## config.mk

```make
export PLATFORM = sky130hd
export DESIGN_NAME = vga_pmod_out
export DESIGN_NICKNAME = d
export VERILOG_FILES = /design/src/rtl/vga_pmod_out.sv
export SDC_FILE = /design/constraint.sdc
export NUM_CORES = 1
export LEC_CHECK = 0
export ABC_CLOCK_PERIOD_IN_PS = 2900
export CORE_MARGIN = 2
export CORE_UTILIZATION = 41
export CTS_BUF_LIST = sky130_fd_sc_hd__clkbuf_4 sky130_fd_sc_hd__clkbuf_8
export DETAILED_ROUTE_END_ITERATION = 10
export DONT_BUFFER_PORTS = 1
export SLEW_MARGIN = 40
export SYNTH_ARGS = -nofsm -noshare
export SYNTH_HDL_FRONTEND = slang
export SYNTH_SLANG_ARGS = --single-unit
```

## constraint.sdc

```tcl
create_clock -name clk -period 2.9 [get_ports clk]
set_input_delay 0.29 -clock clk [delete_from_list [all_inputs] [get_ports clk]]
set_output_delay 0.29 -clock clk [all_outputs]
set_load 0.02 [all_outputs]
```

## src/rtl/vga_pmod_out.sv

```systemverilog
// rtl/vga_pmod_out.sv - VGA output stage: colour reduction with ordered dither and PMOD pin mapping.
// Two-stage pipeline; the pin map only switches on a vsync falling edge.
module vga_pmod_out #(
  parameter int IN_BITS = 6,
  parameter int DITHER  = 1
) (
  input  logic               clk,
  input  logic               rst_n,
  input  logic [IN_BITS-1:0] r_in,
  input  logic [IN_BITS-1:0] g_in,
  input  logic [IN_BITS-1:0] b_in,
  input  logic               hs_in,
  input  logic               vs_in,
  input  logic               de_in,
  input  logic               mode_sel,
  output logic [7:0]         uo_out,
  output logic [7:0]         uio_out,
  output logic [7:0]         uio_oe
);

  logic [IN_BITS-1:0] r_q, r_d, g_q, g_d, b_q, b_d;
  logic               hs_q, hs_d, vs_q, vs_d, de_q, de_d;
  logic [1:0]         col_q, col_d, row_q, row_d, frm_q, frm_d;
  logic               mode_meta_q, mode_meta_d, mode_sync_q, mode_sync_d;
  logic               mode_act_q, mode_act_d;
  logic [7:0]         uo_q, uo_d, uio_q, uio_d, oe_q, oe_d;
  logic               vs_fall, de_fall;
  logic [3:0]         thr, r_o, g_o, b_o;

  function automatic logic [3:0] bayer(input logic [1:0] row, input logic [1:0] idx);
    case ({row, idx})
      4'h0: bayer = 4'd0;
      4'h1: bayer = 4'd8;
      4'h2: bayer = 4'd2;
      4'h3: bayer = 4'd10;
      4'h4: bayer = 4'd12;
      4'h5: bayer = 4'd4;
      4'h6: bayer = 4'd14;
      4'h7: bayer = 4'd6;
      4'h8: bayer = 4'd3;
      4'h9: bayer = 4'd11;
      4'hA: bayer = 4'd1;
      4'hB: bayer = 4'd9;
      4'hC: bayer = 4'd15;
      4'hD: bayer = 4'd7;
      4'hE: bayer = 4'd13;
      default: bayer = 4'd5;
    endcase
  endfunction

  // The fraction is the bits below q, left-aligned: shifting {v,0000} keeps zero padding on the right.
  function automatic logic [3:0] reduce(input logic [IN_BITS-1:0] v, input logic m,
                                        input logic [3:0] t);
    logic [3:0] q;
    logic [3:0] f;
    logic       bump;
    if (m) begin
      q = {2'b00, 2'(v >> (IN_BITS - 2))};
      f = 4'({v, 4'b0000} >> (IN_BITS - 2));
    end else begin
      q = 4'(v >> (IN_BITS - 4));
      f = 4'({v, 4'b0000} >> (IN_BITS - 4));
    end
    bump = (DITHER != 0) && (f > t) && (q != (m ? 4'd3 : 4'd15));
    return q + {3'b000, bump};
  endfunction

  always_comb begin
    vs_fall     = ~vs_in & vs_q;
    de_fall     = ~de_in & de_q;
    r_d         = r_in;
    g_d         = g_in;
    b_d         = b_in;
    hs_d        = hs_in;
    vs_d        = vs_in;
    de_d        = de_in;
    col_d       = (de_in & de_q) ? col_q + 2'd1 : 2'd0;
    row_d       = ~vs_in ? 2'd0 : (de_fall ? row_q + 2'd1 : row_q);
    frm_d       = vs_fall ? frm_q + 2'd1 : frm_q;
    mode_meta_d = mode_sel;
    mode_sync_d = mode_meta_q;
    mode_act_d  = vs_fall ? mode_sync_q : mode_act_q;
  end

  always_comb begin
    thr = bayer(row_q, col_q + frm_q);
    r_o = de_q ? reduce(r_q, mode_act_q, thr) : 4'd0;
    g_o = de_q ? reduce(g_q, mode_act_q, thr) : 4'd0;
    b_o = de_q ? reduce(b_q, mode_act_q, thr) : 4'd0;
    uo_d  = {b_o, r_o};
    uio_d = {2'b00, vs_q, hs_q, g_o};
    oe_d  = 8'hFF;
    if (mode_act_q) begin
      uo_d  = {hs_q, b_o[0], g_o[0], r_o[0], vs_q, b_o[1], g_o[1], r_o[1]};
      uio_d = 8'h00;
      oe_d  = 8'h00;
    end
  end

  always_ff @(posedge clk or negedge rst_n) begin
    if (!rst_n) begin
      r_q         <= '0;
      g_q         <= '0;
      b_q         <= '0;
      hs_q        <= 1'b1;
      vs_q        <= 1'b1;
      de_q        <= 1'b0;
      col_q       <= 2'd0;
      row_q       <= 2'd0;
      frm_q       <= 2'd0;
      mode_meta_q <= 1'b0;
      mode_sync_q <= 1'b0;
      mode_act_q  <= 1'b0;
      uo_q        <= 8'h00;
      uio_q       <= 8'h30;
      oe_q        <= 8'hFF;
    end else begin
      r_q         <= r_d;
      g_q         <= g_d;
      b_q         <= b_d;
      hs_q        <= hs_d;
      vs_q        <= vs_d;
      de_q        <= de_d;
      col_q       <= col_d;
      row_q       <= row_d;
      frm_q       <= frm_d;
      mode_meta_q <= mode_meta_d;
      mode_sync_q <= mode_sync_d;
      mode_act_q  <= mode_act_d;
      uo_q        <= uo_d;
      uio_q       <= uio_d;
      oe_q        <= oe_d;
    end
  end

  assign uo_out  = uo_q;
  assign uio_out = uio_q;
  assign uio_oe  = oe_q;

endmodule

```

Word-level counts from Yosys, hierarchy flattened:

Memory sizes are Yosys's and may differ from the RTL's.
Cells that the tools add are included.

* add/sub/neg operators: 7
* bitwise operators: 5
* reductions and logical operators: 3
* magnitude comparators: 3
* eq/ne operators: 4
* muxes and demuxes: 16

Operators with widths (number)
* 4-bit 2-to-1 mux: 10
* 8-bit 2-to-1 mux: 2
* 4-bit by 1-bit adder with 4-bit output: 3
* 4-bit greater-than comparator: 3
* 4-bit != test: 3
* 2-bit by 1-bit adder with 2-bit output, second input constant: 3
* 2-bit 2-to-1 mux: 3
* 6-bit 2-to-1 mux: 1
* 1-bit AND: 3
* 1-bit logical AND: 3
* 2-bit adder: 1
* 2-bit by 1-bit != test with 1-bit output, second input constant: 1
* 1-bit NOT: 2

* word-level logic and storage cells: 54
* register bits after elaboration: 52
* memories kept: 1
* ROM bits: 64
* output and inout bits: 24
* input port bits: 24

Memories
* (name not given): depth 16, bits a word 4, rd ports 1, clocked after Yosys merged registers in 0, wr ports 0, line 31 `case ({row, idx})`

Longest topological paths before layout:

Gate-level depths: netlist (run 1).
An unclocked memory read counts as a cell.

* word-level depth: 7
* depth in mapped cells: 13
* gate-level depth less buffers: 12

Least setup slack after synthesis (run 1):

Ideal clock, no wire load.

* path kind: register to register
* start point: register mode_act_q
* end point: register uo_q[2], in the netlist uo_out[2]
* required time: 2780 ps
* library setup time: 120 ps
* clock period less this slack: 2623 ps
* data arrival time: 2503 ps
* path slack: 277 ps
* stages on the path, launching flop included: 14
* path buffers: 2
* cells stage by stage: dfrtp_1 -> buf_4 -> buf_2 -> mux2_2 -> ha_1 -> nand2_1 -> nor3_1 -> a211oi_1 -> a21oi_2 -> ha_1 -> ha_1 -> xnor2_1 -> nand2_1 -> o211a_1

* word-level cells in the longest chain between the ends: 6
* elaborated cells on any way between the ends: 16
* those cells by class: add/sub (2); order compare (2); eq/ne (2); mux (8); reduce/logical (2)

RTL lines
* start: declaration: line 25 `logic mode_act_q, mode_act_d;`
* start signal: assignment: line 129 `mode_act_q <= mode_act_d;`
* 4-bit 2-to-1 mux, on equally long branches: line 57, 64
* 4-bit greater-than comparator or 4-bit != test (tied branches): line 64 `bump = (DITHER != 0) && (f > t) && (q != (m ? 4'd3 : 4'd15));`
* 1-bit logical AND: line 64
* 4-bit by 1-bit adder with 4-bit output: line 65 `return q + {3'b000, bump};`
* 4-bit 2-to-1 mux, on equally long branches: line 87, 89
* 8-bit 2-to-1 mux *: line 93 `if (mode_act_q) begin`
* via uo_d[2]: line 26 `logic [7:0] uo_q, uo_d, uio_q, uio_d, oe_q, oe_d;`
* end signal: assignment: line 130 `uo_q <= uo_d;`
* end: declaration: line 26

Mark *: on every way through the listed nets, which the timed path passes. The rest lies on a longest branch.
A chain may end at the register's enable or synchronous reset.

Worst setup path in the final report (run 1):

* start point: register col_q[0]
* end point: register uo_q[2], in the netlist uo_out[2]

* word-level cells in the longest chain between the ends: 7
* elaborated cells on any way between the ends: 11
* those cells by class: add/sub (3); order compare (2); mux (3); reduce/logical (2); memory (1)

RTL lines
* start: declaration: line 23 `logic [1:0] col_q, col_d, row_q, row_d, frm_q, frm_d;`
* start signal: assignment: line 124 `col_q <= col_d;`
* 2-bit adder *: line 86 `thr = bayer(row_q, col_q + frm_q);`
* memory read 16 x 4 bit *
* 4-bit greater-than comparator: line 64
* 1-bit logical AND: line 64
* 4-bit by 1-bit adder with 4-bit output: line 65
* 4-bit 2-to-1 mux, on equally long branches: line 87, 89
* 8-bit 2-to-1 mux *: line 93
* via uo_d[2]: line 26

Marked as above.

==> out/results.tsv, run 1 <==
stage	metric	value	unit
run_status	status	finished, final reports clean	
floorplanning	Starting Density	0.426	
pwr	P_leak	1.14	nW
clocking	clk slew on worst S/H paths	0.08	ns
place	GP Congestion	0.866	
clocking	H-tree depth	2	
grt	largest net degree at the start of global routing	46	
worst_setup_path	Crit. End Element	register	
grt	gr ovfl total	0	
place	placed cell count	237	
grt	initial antenna violation count	0	
synthesis	Synth Area in Adders	0.0921	
clocking	PostCTS Resize Cnt	0	
clocking	CTS Buf Count	5	
worst_setup_path	Worst EP required	3.09	ns
grt	first-pass GRT wire length	6090	um
pwr	Design Power	1.87	mW
worst_setup_path	CP arrival	2.85	ns
final_layout	Net count, final	237	
synthesis	largest family of logic cells by synthesized area	XOR/XNOR gates	
place	worst slack at placement	0.212	ns
place	Post-DP HPWL	2720	um
routing	Wirelength per Cell	14.0	um
synthesis	mux cell area share after synthesis	0.0806	
place	Port Buf Inserts	0	
sta	Period minus WS final	2.66	ns
floorplanning	die area	5900	um2
sta	Slew Limit Fails	0	
routing	DR vias	1278	
clocking	Root Buffer	clkbuf_8	
sta	Final Hold Viols	0	
synthesis	Syn Area/Cell	12.3	um2
final_layout	share of cells above drive strength 1	0.157	
synthesis	synth warn	0	
synthesis	register area share after synthesis	0.521	
floorplanning	Die X	76.8	um
routing	initial drt markers	58	
final_layout	diode count	0	
sta	Slew @ Worst Pin	0.783	ns
floorplanning	Cell Rows	26	
routing	Via density	4.77	
worst_setup_path	crit path kind	reg -> reg	
sta	clk_skew	0.00547	ns
place	DP Area	2190	um2
clocking	clk sink count	45	
worst_hold_path	Tightest Hold Check Type	in -> reg	
synthesis	Post-Syn Area	2170	um2
grt	vias in the first global route	1258	
floorplanning	DIE HEIGHT	76.8	um
worst_setup_path	Startpoint Class	register	
routing	drt pass-1 iters	3	
pwr	Power Dens Cells	737	nW/um2
sta	Max Clk Rate	0.376	GHz
routing	final wirelength	3740	um
routing	post-route ant nets	0	
pwr	maximum vdd drop	353	uV
sta	worst relative slew slack	0.479	
floorplanning	Core ar.	5110	um2
sta	RSZ-0062 raised after global routing	no	
sta	Setup TNS Final	0	ns
final_layout	Cell Count, Final, Fillers Out	268	
clocking	CTS Buffer Depth	2	
grt	total track usage	0.134	
sta	final setup fails	0	
synthesis	post-synthesis cell count	177	
synthesis	Yosys reg bits	45	
sta	setup ws final	0.240	ns
final_layout	Design Area, Final	2530	um2
synthesis	library cells used by synthesis	30	
clocking	TritonCTS clock tree	yes	
sta	final worst path period share	0.917	
final_layout	layout overhead on the synthesized area	16.6	%
synthesis	Synth Area in Compound Gates	0.0627	
clocking	clock latency on the worst-skew pair	0.29	ns
synthesis	simple-gate portion of the synthesized area	0.0984	
synthesis	XOR/XNOR Fraction of Synth Area	0.100	
floorplanning	IO Pins	48	
routing	# DRC	0	
job	Max Cap Viol	0	
worst_setup_path	worst-path fanout max	3	
-- layout by cell type (no fill, tap or decap) --
cell type and count:
a211o_1 3, a21oi_1 5, nand2_1 21, xor2_2 1, mux2_2 12, dlygate4sd3_1 22
conb_1 2, mux2i_1 4, nand3_1 6, clkbuf_8 7, dfrtp_1 40, and2_1 2
xnor2_2 1, clkinv_2 1, and3_1 2, nor2b_1 8, o22ai_1 3, xor3_1 3
inv_1 1, a211oi_1 3, o211a_1 2, buf_4 2, dfstp_2 5, o21ai_0 3
ha_1 16, clkinv_1 1, a21oi_2 1, xor2_1 4, nor3_1 3, nor2_1 4
xnor2_1 9, buf_12 1
-- what timing repair did --
| item | 4_1_cts | 5_1_grt |
|---|---|---|
| hold endpoints to repair | 47 | 19 |
| buffers inserted | 0 | 0 |
| hold buffers | 4 | 19 |
-- path summary, 6_finish.rpt --
check	startpoint	slack, ns	endpoint	cells past startpoint
setup / recovery	col_q[0]$_DFF_PN0_	0.24	uo_out[2]$_DFF_PN0_	12
min in group asynchronous	rst_n	0.46	uo_out[0]$_DFF_PN0_	2
setup reg to reg	col_q[0]$_DFF_PN0_	0.24	uo_out[2]$_DFF_PN0_	12
hold / removal	g_in[5]	0.02	g_q[5]$_DFF_PN0_	0
max in group asynchronous	rst_n	2.18	vs_q$_DFF_PN1_	2
hold reg to reg	mode_meta_q$_DFF_PN0_	0.35	mode_sync_q$_DFF_PN0_	0
-- cells in the mapped netlist --
cell type / instances / area [um2]
o211a_1: 2 / 20.0
xor3_1: 3 / 71.3
buf_4: 10 / 75.1
and3_1: 2 / 12.5
inv_1: 1 / 3.75
xor2_1: 4 / 35.0
conb_1: 1 / 3.75
o22ai_1: 3 / 18.8
nor2_1: 4 / 15.0
buf_2: 1 / 5.00
o21ai_0: 3 / 15.0
nor2b_1: 8 / 50.1
dfrtp_1: 40 / 1000
a21oi_1: 5 / 25.0
a21oi_2: 1 / 8.76
xor2_2: 1 / 16.3
mux2_2: 12 / 135
clkbuf_1: 2 / 7.51
xnor2_2: 1 / 16.3
mux2i_1: 4 / 40.0
nor3_1: 3 / 15.0
dfstp_2: 5 / 131
ha_1: 16 / 200
xnor2_1: 9 / 78.8
nand2_1: 21 / 78.8
nand3_1: 6 / 30.0
a211oi_1: 3 / 22.5
clkinv_1: 1 / 3.75
and2_1: 2 / 12.5
a211o_1: 3 / 26.3
-- critical path, cell delays in order (launching register included) --
cell and delay, ns:
dfrtp_1 0.41, ha_1 0.31, xnor2_1 0.31, ha_1 0.32, nand2_1 0.10, nor3_1 0.05, a211oi_1 0.27, a21oi_2 0.09
ha_1 0.19, ha_1 0.19, xnor2_1 0.13, nand2_1 0.07, o211a_1 0.12
-- metrics by stage --
step / hold WS, ns / utilization
after floorplan: -0.00559 / -
after global routing: 0.00621 / 0.496
after detailed placement: -0.00414 / 0.429
after global placement: -0.00442 / 0.429
after CTS: 0.00565 / 0.459
final: 0.0228 / 0.496
-- layout make-up --
cell class | count | area [um2]
Fill cell | 458 | 2570
Sequential cell | 45 | 1130
Timing Repair Buffer | 25 | 255
Inverter | 2 | 7.51
Tap cell | 70 | 87.6
Multi-Input combinational cell | 118 | 951
Clock inverter | 1 | 5.00
Clock buffer | 7 | 96.3
-- report_power, final --
part           internal [mW]  switching, mW  leakage [nW]
registers              0.717          0.144         0.542
logic                  0.321          0.276         0.544
clock network          0.215          0.195        0.0542
-- kinds of logic after synthesis --
logic type      Yosys count
other cells               1
simple gates             46
xor+xnor                 18
mux                      16
flops                    45
buf+inv                  15
fa+ha+maj                16
compound gates           20
-- per-layer routing --
metal / part of all wire / global-route usage
met4: 0.020 / 0.0655
met5: 0 / 0
met3: 0.044 / 0.0435
met1: 0.47 / 0.174
met2: 0.47 / 0.204
-- registers in the layout, summed over array words and instances, names as in the netlist --
| signal | flops |
|---|---|
| frm_q | 2 |
| row_q | 2 |
| uio_oe | 1 |
| vs_q | 1 |
| uio_out | 6 |
| mode_meta_q | 1 |
| mode_sync_q | 1 |
| col_q | 2 |
| g_q | 6 |
| de_q | 1 |
| hs_q | 1 |
| mode_act_q | 1 |
| r_q | 6 |
| uo_out | 8 |
| b_q | 6 |
Power figures use the tool's default switching activity.
==> inputs of run 2 (changes only) <==
TNS_END_PERCENT = 50   (was not set)
==> results of run 2 <==
The final DEF is identical to that of run 1; final timing and power are the same.
==> patch, RTL diff (settings of run 1) <==
Set the parameter `IN_BITS` to 8 (it was 6).
--- a/src/rtl/vga_pmod_out.sv
+++ b/src/rtl/vga_pmod_out.sv
@@ -2,5 +2,5 @@
 // Two-stage pipeline; the pin map only switches on a vsync falling edge.
 module vga_pmod_out #(
-  parameter int IN_BITS = 6,
+  parameter int IN_BITS = 8,
   parameter int DITHER  = 1
 ) (
Interface: changed (resized b_in, g_in and r_in); port bits go from 48 to 54. The function was not compared with the original's and may differ.
==> patch against run 1 <==
Total power is 5.6% higher; sequential share of layout area is 1.9 points higher; count of clock-buffer cells in the layout stayed put; fmax is 0.23% lower; cell count is 7.1% higher; area after synthesis is 6.3% higher; wire length is 10% higher; die area is 6.0% higher; design area is 8.8% higher; sequential power is 10% higher; core utilization is 0.78 points higher; sequential cell count is 6 higher; worst setup slack worse by 0.0063 ns; largest cell class unchanged.
==> patch: results (changes against run 1) <==
Placed Area=2344 um2 (+6.8%); HPWL after detailed placement=2963 um (+8.9%); largest net degree at the start of global routing=52 (+13%); Worst-path clk slew=0.08 ns (about the same); Port-buffer cells=0 (unchanged); CP arrival=2.85 ns (about the same); Synth Warn #=0 (unchanged); FILL cells=497 (+8.5%); Setup Skew=0.005471 ns (-0.000003940 ns); CTS max path bufs=2 (unchanged); hold crit path type=input pin to flop; 1st-pass router iterations=4 (+1); sequential element share of the synthesized area=55.47% (+3.4 points); drt wl/cell=14.36 um (+2.8%); Leakage=1.217 nW (+6.7%); commonest cells in the netlist=dfrtp_1 (46), ha_1 (16), mux2_2 (15); Global Route Usage Sum=13.82% (+0.37 points); layout cells sized above 1=17.67% (+2.0 points); CP max stage delay=0.41 ns (about the same); CTS Hold Bufs=21 (+17); cts bufs inserted=5 (unchanged); cell family with most CP delay=adder cells; WL final=4120 um (+10%); n_diodes=0 (unchanged); placed cells=249 (+5.1%); CP max FO=4 (+1); nets@finish=260 (+9.7%); Peak VDD IR=0.2781 mV (-21%); clk_lat worst skew=0.30 ns; Syn Area/Cell=12.43 um2 (+1.2%); first-pass GRT wire length=6492 um (+6.6%); RD Place Congestion=0.8185 (-5.5%); Max stage delay cell, worst path=dfrtp_1; vias=1,436 (+12%); status=finished, final reports clean; antenna violations before repair=0 (unchanged); vias in the first global route=1,383 (+9.9%); Setup WS pre-CTS=0.1174 ns (-0.09509 ns); Core Util, Final=50.41% (+0.78 points); CTS resizes=0 (unchanged); post-CTS setup buffer count=0 (unchanged); distinct cell type count after synthesis=30 (unchanged); Iter 0 DRT Violations=76 (+31%); Synth area leaders=dfrtp_1 (50%), ha_1 (8.7%), mux2_2 (7.3%); relative slew slack=48.02% (+0.075 points); H-tree lvl count=2 (unchanged); ys async rst share=100.0% (unchanged)
==> patch: cell types whose count changed in the layout (fill, tap and decap cells not counted), moves of 3 or more <==
cell	delta
mux2_2	+3
a211oi_1	-3
mux2i_1	+3
dfrtp_1	+5
dlygate4sd3_1	+7
nor2_1	+4
a31oi_1	+4
a211o_1	-3
nor3_1	-3
o22ai_1	-3
xor3_1	-3
nand2_1	-7
==> patch: cell families (layout without fill, tap and decap cells) <==
kind of cell | count (synthesis) | count (layout) | synth area share (%)
other cells | 1 | 2 | 0.1622
buf+inv | 16 | 44 | 4.166
flops | 51 | 51 | 55.47
xor+xnor | 15 | 15 | 5.682
mux | 22 | 22 | 10.34
fa+ha+maj | 16 | 16 | 8.658
simple gates | 41 | 41 | 8.496
compound gates | 24 | 24 | 7.035
==> patch: where the power goes <==
part	switching [mW]	internal, mW
sequential	0.143	0.805
combinational	0.311	0.312
clock	0.214	0.188
total	0.667	1.31
==> patch: area by class of cell <==
type,instances,area share (%)
multi-input cells,120,34.24
clock inverters,1,0.1814
repair buffers,33,12.34
inverters,3,0.4082
flip-flops and latches,51,46.53
well taps,72,3.265
clock buffers,7,3.039
==> patch: routing by layer <==
metal	vias up	GRT usage, %	routed length [um]
met2	43	23.81	2127
met4	0	5.690	64
li1	691	-	-
met1	696	16.20	1721
met3	6	3.864	206
met5	-	0	0
==> patch: worst paths after layout <==
check / start / endpoint / slack [ns] / depth (start not counted)
setup reg to reg: col_q[0] / uo_out[6] / 0.23 / 11
hold / removal: vs_in / row_q[0] / 0.12 / 1
setup / recovery: col_q[0] / uo_out[6] / 0.23 / 11
max in group asynchronous: rst_n / uio_oe[6] / 2.12 / 2
hold reg to reg: mode_meta_q / mode_sync_q / 0.35 / 0
min in group asynchronous: rst_n / g_q[2] / 0.48 / 2
